`src/rtl/mdio_pkg.sv`:
```
// Shared constants, frame field positions and FSM encoding for the MDIO initiator.
package mdio_pkg;

   localparam logic [1:0] ST_CODE = 2'b01;
   localparam logic [1:0] OP_WR   = 2'b01;
   localparam logic [1:0] OP_RD   = 2'b10;

   localparam int unsigned ST_MSB  = 31;
   localparam int unsigned ST_LSB  = 30;
   localparam int unsigned OP_MSB  = 29;
   localparam int unsigned OP_LSB  = 28;

   localparam int unsigned FRAME_BITS    = 32;
   localparam int unsigned RD_DRIVE_BITS = 14;
   localparam int unsigned RD_IN_BITS    = 18;
   localparam int unsigned TA_BITS       = 2;

   typedef enum logic [2:0] {
      StIdle,
      StPreamble,
      StShiftOut,
      StShiftIn,
      StDone
   } mdio_state_e;

   function automatic logic frame_valid(input logic [31:0] frame);
      return (frame[ST_MSB:ST_LSB] == ST_CODE) &&
             ((frame[OP_MSB:OP_LSB] == OP_WR) || (frame[OP_MSB:OP_LSB] == OP_RD));
   endfunction

endpackage

```
`src/rtl/mdc_gen.sv`:
```
// MDC divider: MDC_DIV clocks low then MDC_DIV clocks high per bit, with strobes that
// fire on the clock before MDC rises or falls. Held low while disabled.
module mdc_gen #(
   parameter int unsigned MDC_DIV = 2
) (
   input  logic clk_i,
   input  logic rst_i,
   input  logic en_i,
   output logic mdc_o,
   output logic rise_o,
   output logic fall_o
);

   localparam int unsigned CntW = $clog2(MDC_DIV) + 1;
   localparam logic [CntW-1:0] CntMax = CntW'(MDC_DIV - 1);

   logic [CntW-1:0] cnt_q, cnt_d;
   logic            mdc_q, mdc_d;
   logic            wrap;

   always_comb begin
      wrap  = en_i && (cnt_q == CntMax);
      cnt_d = '0;
      mdc_d = 1'b0;
      if (en_i) begin
         cnt_d = wrap ? '0 : cnt_q + 1'b1;
         mdc_d = wrap ? ~mdc_q : mdc_q;
      end
   end

   always_ff @(posedge clk_i) begin
      if (rst_i) begin
         cnt_q <= '0;
         mdc_q <= 1'b0;
      end else begin
         cnt_q <= cnt_d;
         mdc_q <= mdc_d;
      end
   end

   assign mdc_o  = mdc_q;
   assign rise_o = wrap && !mdc_q;
   assign fall_o = wrap && mdc_q;

endmodule

```
`src/rtl/mdio_controller.sv`:
```
// Clause-22 MDIO initiator: optional preamble, frame shift-out, and 16-bit read-back.
module mdio_controller
   import mdio_pkg::*;
#(
   parameter int unsigned MDC_DIV      = 2,
   parameter int unsigned PREAMBLE_LEN = 32
) (
   input  logic        CLK,
   input  logic        RESET,
   input  logic        MDIO_START,
   input  logic [31:0] T_DATA,
   input  logic        MDIO_IN,
   output logic        MDC,
   output logic        MDIO_OE,
   output logic        MDIO_OUT,
   output logic [15:0] RD_DATA,
   output logic        DATA_RDY,
   output logic        BUSY,
   output logic        ERR
);

   localparam logic [5:0] LastPre = (PREAMBLE_LEN == 0) ? 6'd0 : 6'(PREAMBLE_LEN - 1);

   mdio_state_e state_q, state_d;
   logic [5:0]  bit_cnt_q, bit_cnt_d;
   logic [31:0] tx_q, tx_d;
   logic [15:0] rx_q, rx_d;
   logic [15:0] rd_data_q, rd_data_d;
   logic        is_rd_q, is_rd_d;
   logic        oe_q, oe_d;
   logic        out_q, out_d;
   logic        data_rdy_q, data_rdy_d;
   logic        busy_q, busy_d;
   logic        err_q, err_d;
   logic        mdc_rise, mdc_fall;

   mdc_gen #(
      .MDC_DIV(MDC_DIV)
   ) u_mdc_gen (
      .clk_i (CLK),
      .rst_i (RESET),
      .en_i  (busy_q),
      .mdc_o (MDC),
      .rise_o(mdc_rise),
      .fall_o(mdc_fall)
   );

   always_comb begin
      state_d    = state_q;
      bit_cnt_d  = bit_cnt_q;
      tx_d       = tx_q;
      rx_d       = rx_q;
      rd_data_d  = rd_data_q;
      is_rd_d    = is_rd_q;
      oe_d       = oe_q;
      out_d      = out_q;
      busy_d     = busy_q;
      data_rdy_d = 1'b0;
      err_d      = 1'b0;

      unique case (state_q)
         StIdle: begin
            if (MDIO_START) begin
               if (frame_valid(T_DATA)) begin
                  tx_d      = T_DATA;
                  is_rd_d   = (T_DATA[OP_MSB:OP_LSB] == OP_RD);
                  busy_d    = 1'b1;
                  bit_cnt_d = '0;
                  oe_d      = 1'b1;
                  if (PREAMBLE_LEN == 0) begin
                     state_d = StShiftOut;
                     out_d   = T_DATA[31];
                  end else begin
                     state_d = StPreamble;
                     out_d   = 1'b1;
                  end
               end else begin
                  err_d = 1'b1;
               end
            end
         end
         StPreamble: begin
            if (mdc_fall) begin
               if (bit_cnt_q == LastPre) begin
                  state_d   = StShiftOut;
                  bit_cnt_d = '0;
                  out_d     = tx_q[31];
               end else begin
                  bit_cnt_d = bit_cnt_q + 6'd1;
               end
            end
         end
         StShiftOut: begin
            if (mdc_fall) begin
               tx_d = {tx_q[30:0], 1'b0};
               if (!is_rd_q && (bit_cnt_q == 6'(FRAME_BITS - 1))) begin
                  state_d = StDone;
                  busy_d  = 1'b0;
                  oe_d    = 1'b0;
                  out_d   = 1'b0;
               end else if (is_rd_q && (bit_cnt_q == 6'(RD_DRIVE_BITS - 1))) begin
                  state_d   = StShiftIn;
                  bit_cnt_d = '0;
                  oe_d      = 1'b0;
                  out_d     = 1'b0;
               end else begin
                  bit_cnt_d = bit_cnt_q + 6'd1;
                  out_d     = tx_q[30];
               end
            end
         end
         StShiftIn: begin
            // Turnaround samples are dropped; the last rise precedes the final fall,
            // so rx_q is complete when the frame ends.
            if (mdc_rise && (bit_cnt_q >= 6'(TA_BITS))) begin
               rx_d = {rx_q[14:0], MDIO_IN};
            end
            if (mdc_fall) begin
               if (bit_cnt_q == 6'(RD_IN_BITS - 1)) begin
                  state_d    = StDone;
                  busy_d     = 1'b0;
                  rd_data_d  = rx_q;
                  data_rdy_d = 1'b1;
               end else begin
                  bit_cnt_d = bit_cnt_q + 6'd1;
               end
            end
         end
         StDone: begin
            state_d = StIdle;
         end
         default: begin
            state_d = StIdle;
         end
      endcase
   end

   always_ff @(posedge CLK) begin
      if (RESET) begin
         state_q    <= StIdle;
         bit_cnt_q  <= '0;
         tx_q       <= '0;
         rx_q       <= '0;
         rd_data_q  <= '0;
         is_rd_q    <= 1'b0;
         oe_q       <= 1'b0;
         out_q      <= 1'b0;
         data_rdy_q <= 1'b0;
         busy_q     <= 1'b0;
         err_q      <= 1'b0;
      end else begin
         state_q    <= state_d;
         bit_cnt_q  <= bit_cnt_d;
         tx_q       <= tx_d;
         rx_q       <= rx_d;
         rd_data_q  <= rd_data_d;
         is_rd_q    <= is_rd_d;
         oe_q       <= oe_d;
         out_q      <= out_d;
         data_rdy_q <= data_rdy_d;
         busy_q     <= busy_d;
         err_q      <= err_d;
      end
   end

   assign MDIO_OE  = oe_q;
   assign MDIO_OUT = out_q;
   assign RD_DATA  = rd_data_q;
   assign DATA_RDY = data_rdy_q;
   assign BUSY     = busy_q;
   assign ERR      = err_q;

endmodule

```
`config.mk`:
```
export PLATFORM = sky130hd
export DESIGN_NAME = mdio_controller
export DESIGN_NICKNAME = d
export VERILOG_FILES = /design/src/rtl/mdio_pkg.sv /design/src/rtl/mdc_gen.sv /design/src/rtl/mdio_controller.sv
export SDC_FILE = /design/constraint.sdc
export NUM_CORES = 1
export LEC_CHECK = 0
export BUFFER_PORTS_ARGS = -buffer_cell sky130_fd_sc_hd__buf_2
export CAP_MARGIN = 5
export CORE_MARGIN = 2
export CORE_UTILIZATION = 30
export CTS_CLUSTER_SIZE = 10
export DETAILED_ROUTE_END_ITERATION = 8
export PLACE_DENSITY_LB_ADDON = 0.1
export SYNTH_ARGS = -nofsm -noshare
export SYNTH_HDL_FRONTEND = slang
export SYNTH_SLANG_ARGS = --single-unit
```
`constraint.sdc`:
```
create_clock -name CLK -period 4 [get_ports CLK]
set_input_delay 0.8 -clock CLK [delete_from_list [all_inputs] [get_ports CLK]]
set_output_delay 0.8 -clock CLK [all_outputs]
set_load 0.005 [all_outputs]
```
==> metrics.md <==
| Metric | Value |
|---|---|
| Status | `finished, final reports clean` |
| Sequential-to-total area share from yosys stat | `44.8%` |
| Routability-driven placement congestion ratio | `0.786` |
| Tmin final | `2.71 ns` |
| Hold depth | `1` |
| Area share of the largest cell type after synthesis | `44.8%` |
| 1st-iter DRT viols | `114` |
| Clock slew at reported path FFs | `0.06 ns` |
| Final Util | `36.6%` |
| Register area | `1640 um^2` |
| Total CTS buffers | `9` |
| DRC Markers | `0` |
| Dpl hpwl | `5380 um` |
| CTS tree | `built` |
| Area leader, netlist | `dfxtp_1` |
| Area of the multi-input gates | `1860 um^2` |
| Antenna-violating nets left | `0` |
| Endpoint class of the critical path | `flip-flop` |
| CP cell instances | `buf_2, inv_1, ha_1, nor3b_1, and3_1, a21o_2, buf_4, nor2_1, a211oi_1` |
| Critical Path AT | `2.95 ns` |
| Slew Viols, Final | `0` |
| Post-Syn Area | `3660 um^2` |
| Pre-Repair DR Iteration Count | `5` |
| Mapped Cells | `385` |
| Row count | `40` |
| # nets final | `472` |
| Synth Register Bits | `82` |
| Reg-to-reg slack, setup | `1.46 ns` |
| Largest net degree at the start of global routing | `52` |
| Period utilisation layout | `67.7%` |
| Vias in the first global route | `2,811` |
| Predominant post-synthesis flop cell | `dfxtp_1` |
| WHS | `0.416 ns` |
| Post-Route Skew | `0.00482 ns` |
| Total track usage | `13.3%` |
| Setup violations, final | `0` |
| Post-cts resize count | `0` |
| Max clock buf depth | `2` |
| Reg power frac | `41.4%` |
| Setup crit start kind | `input pin` |
| Clock root buffer master | `clkbuf_16` |
| # hold bufs at CTS | `0` |
| Ant. Diodes | `0` |
| Chip height | `114 um` |
| Synth Warn # | `0` |
| Top-level I/O count | `58` |
| Final setup TNS | `0 ns` |
| Crit-path max FO | `38` |
| Clock Sinks | `82` |
| # H-tree levels | `3` |
| Worst r2r dst | `state_q[0]$_SDFFE_PP0P_` |
| Worst r2r path cells | `6` |
| Hold Crit Class | `flip-flop to flip-flop` |
| RSZ-0062 raised after global routing | `no` |
| Unique masters post-synth | `49` |
| First-pass GRT wire length | `13,800 um` |
| Clock latency on the worst-skew pair | `0.34 ns` |
| Maxcap violations | `0` |
| Final Hold Viols | `0` |
| Hold path start | `u_mdc_gen.cnt_q[0]$_SDFF_PP0_` |
| Post-Route WL | `8080 um` |
| Worst Hold End | `u_mdc_gen.cnt_q[0]$_SDFF_PP0_` |
| Die area | `13,100 um^2` |
| Ys async rst share | `0%` |
| Postcts setup bufs | `0` |
| Combinational Power Share | `16.4%` |
| Vias post-DR | `2,847` |
| P_leak | `1.65 nW` |
| Area Overhead vs Synth | `19.5%` |
| Reg2Reg Launch Point | `bit_cnt_q[1]$_SDFFE_PP0P_` |
| Placeable Area | `12,000 um^2` |
| Vias per cell | `4.88` |
| Syn Area/Cell | `9.51 um^2` |
| Slew margin rel. | `31.5%` |
| Grt ovf | `0` |
| Layout cell share with drive strength beyond 1 | `20.4%` |
| WL/cell | `13.9 um` |
| Initial antenna violation count | `0` |
| Number of synthesized flops with an enable pin | `0` |
| Initial Utilization | `30.6%` |
| Crit Path Class | `input pin to flip-flop` |
| Actual transition at the worst max-transition pin | `1.03 ns` |
| Die width | `114 um` |
| Syn Nets | `426` |
| Highest clock rate | `370 MHz` |
| Clk network pwr share | `42.2%` |
| P_sw | `0.586 mW` |
| Required @ worst endpoint | `4.24 ns` |
| FILL cells | `1,237` |
| Switching share of power | `27.3%` |
| Number of port buffers | `57` |
| Synth area leaders | `dfxtp_1, mux2i_1, nor2_1, a211oi_1, ha_1` |
| Slowest-stage cell, CP | `a21o_2` |
| P_int | `1.56 mW` |
| PD cells | `489 nW/um^2` |
| CP peak stage delay | `0.55 ns` |
| VDD IR-drop max | `0.000228 V` |
==> sequential cells by signal, summed over array words and instances (netlist names), 2 cells and up <==
name,flops
tx_q,32
rx_q,16
bit_cnt_q,6
state_q,3
RD_DATA,16
u_mdc_gen.cnt_q,2
==> cells in the final DEF, fill, tap and decap left out, drive strengths merged, types with 2 or more instances in the layout <==
master	n
ha	5
nor3	6
clkinv	2
nand2b	4
a221oi	2
nor2b	2
nor4	3
clkbuf	9
a211oi	33
nor3b	2
bufinv	2
o21ai	4
o32ai	3
nand2	9
nand3	4
o21a	2
inv	13
or3b	4
nand3b	3
dfxtp	82
buf	62
a2111oi	4
nor2	78
and3	2
mux2i	64
a21oi	11
or3	4
==> area by class of cell <==
| class | count | area share (%) |
|---|---|---|
| Clock buffer | 9 | 5.14 |
| Clock inverter | 7 | 2.31 |
| Inverter | 11 | 0.943 |
| Multi-Input combinational cell | 265 | 42.5 |
| Sequential cell | 82 | 37.5 |
| Tap cell | 147 | 4.20 |
| Timing Repair Buffer | 62 | 7.37 |
==> Yosys cell counts, types with 2 or more instances <==
master     instances
mux2i_1           64
or3_1              4
o32ai_1            3
nand2b_1           4
nor4_1             3
clkbuf_1          13
nand3_1            4
a21oi_1           11
nor2_1            78
nand2_1            8
nand3b_1           3
ha_1               5
nor2b_1            2
o21ai_0            4
a2111oi_4          2
or3b_2             3
nor3b_1            2
buf_2              9
o21a_1             2
buf_1              3
dfxtp_1           82
a2111oi_0          2
nor3_1             5
inv_1             11
and3_1             2
a211oi_1          33
==> kinds of logic (layout without fill, tap and decap cells) <==
| family | after synthesis | count (layout) | synth area share, % |
|---|---|---|---|
| fa+ha+maj | 5 | 5 | 1.71 |
| xor+xnor | 1 | 1 | 0.239 |
| compound gates | 67 | 67 | 14.6 |
| buf+inv | 38 | 89 | 4.51 |
| simple gates | 127 | 127 | 16.3 |
| flops | 82 | 82 | 44.8 |
| mux | 65 | 65 | 17.9 |
==> stage by stage <==
step	worst slack [ns]	power, mW	area (um^2)	cells
detailed placement	0.947	1.26	4050	567
floorplan	1.39	1.18	3660	385
finish	1.29	2.14	4380	583
CTS	1.30	2.18	4380	583
global placement	1.04	1.26	4050	567
global route	0.976	2.26	4380	583
==> power groups by stage <==
stage / Combinational (mW) / Sequential, mW / Clock, mW
floorplan: 0.296 / 0.884 / 0
CTS: 0.356 / 0.887 / 0.941
detailed placement: 0.354 / 0.906 / 0
global route: 0.397 / 0.895 / 0.964
global placement: 0.354 / 0.906 / 0
finish: 0.352 / 0.887 / 0.903
==> worst max-delay path by stage <==
stage                    start                         to  cells after the start
floorplan           T_DATA[28]  bit_cnt_q[2]$_SDFFE_PP0P_                      7
global placement    T_DATA[28]       tx_q[6]$_SDFFE_PP0P_                      9
detailed placement  T_DATA[28]       tx_q[3]$_SDFFE_PP0P_                      9
CTS                 T_DATA[28]       tx_q[4]$_SDFFE_PP0P_                      9
global route        T_DATA[28]       tx_q[4]$_SDFFE_PP0P_                      9
finish              T_DATA[28]       tx_q[4]$_SDFFE_PP0P_                      9
==> per-layer routing <==
metal | track usage (%) | part of all wire (%) | up-vias | wire (um)
met5 | 0 | 0 | - | 0
li1 | - | - | 1479 | -
met3 | 4.29 | 4.8 | 13 | 386
met1 | 17.2 | 49 | 1306 | 3970
met2 | 20.5 | 44 | 49 | 3570
met4 | 5.20 | 1.9 | 0 | 153
==> worst max-delay path: cells and delay by family <==
family                   cells  cell delay, ns
AO/OA/AOI/OAI                2            0.75
adder cells (fa/ha/maj)      1            0.31
buffers and inverters        3            0.43
AND/OR/NAND/NOR              3            0.63
(Power assumes the default switching activity.)
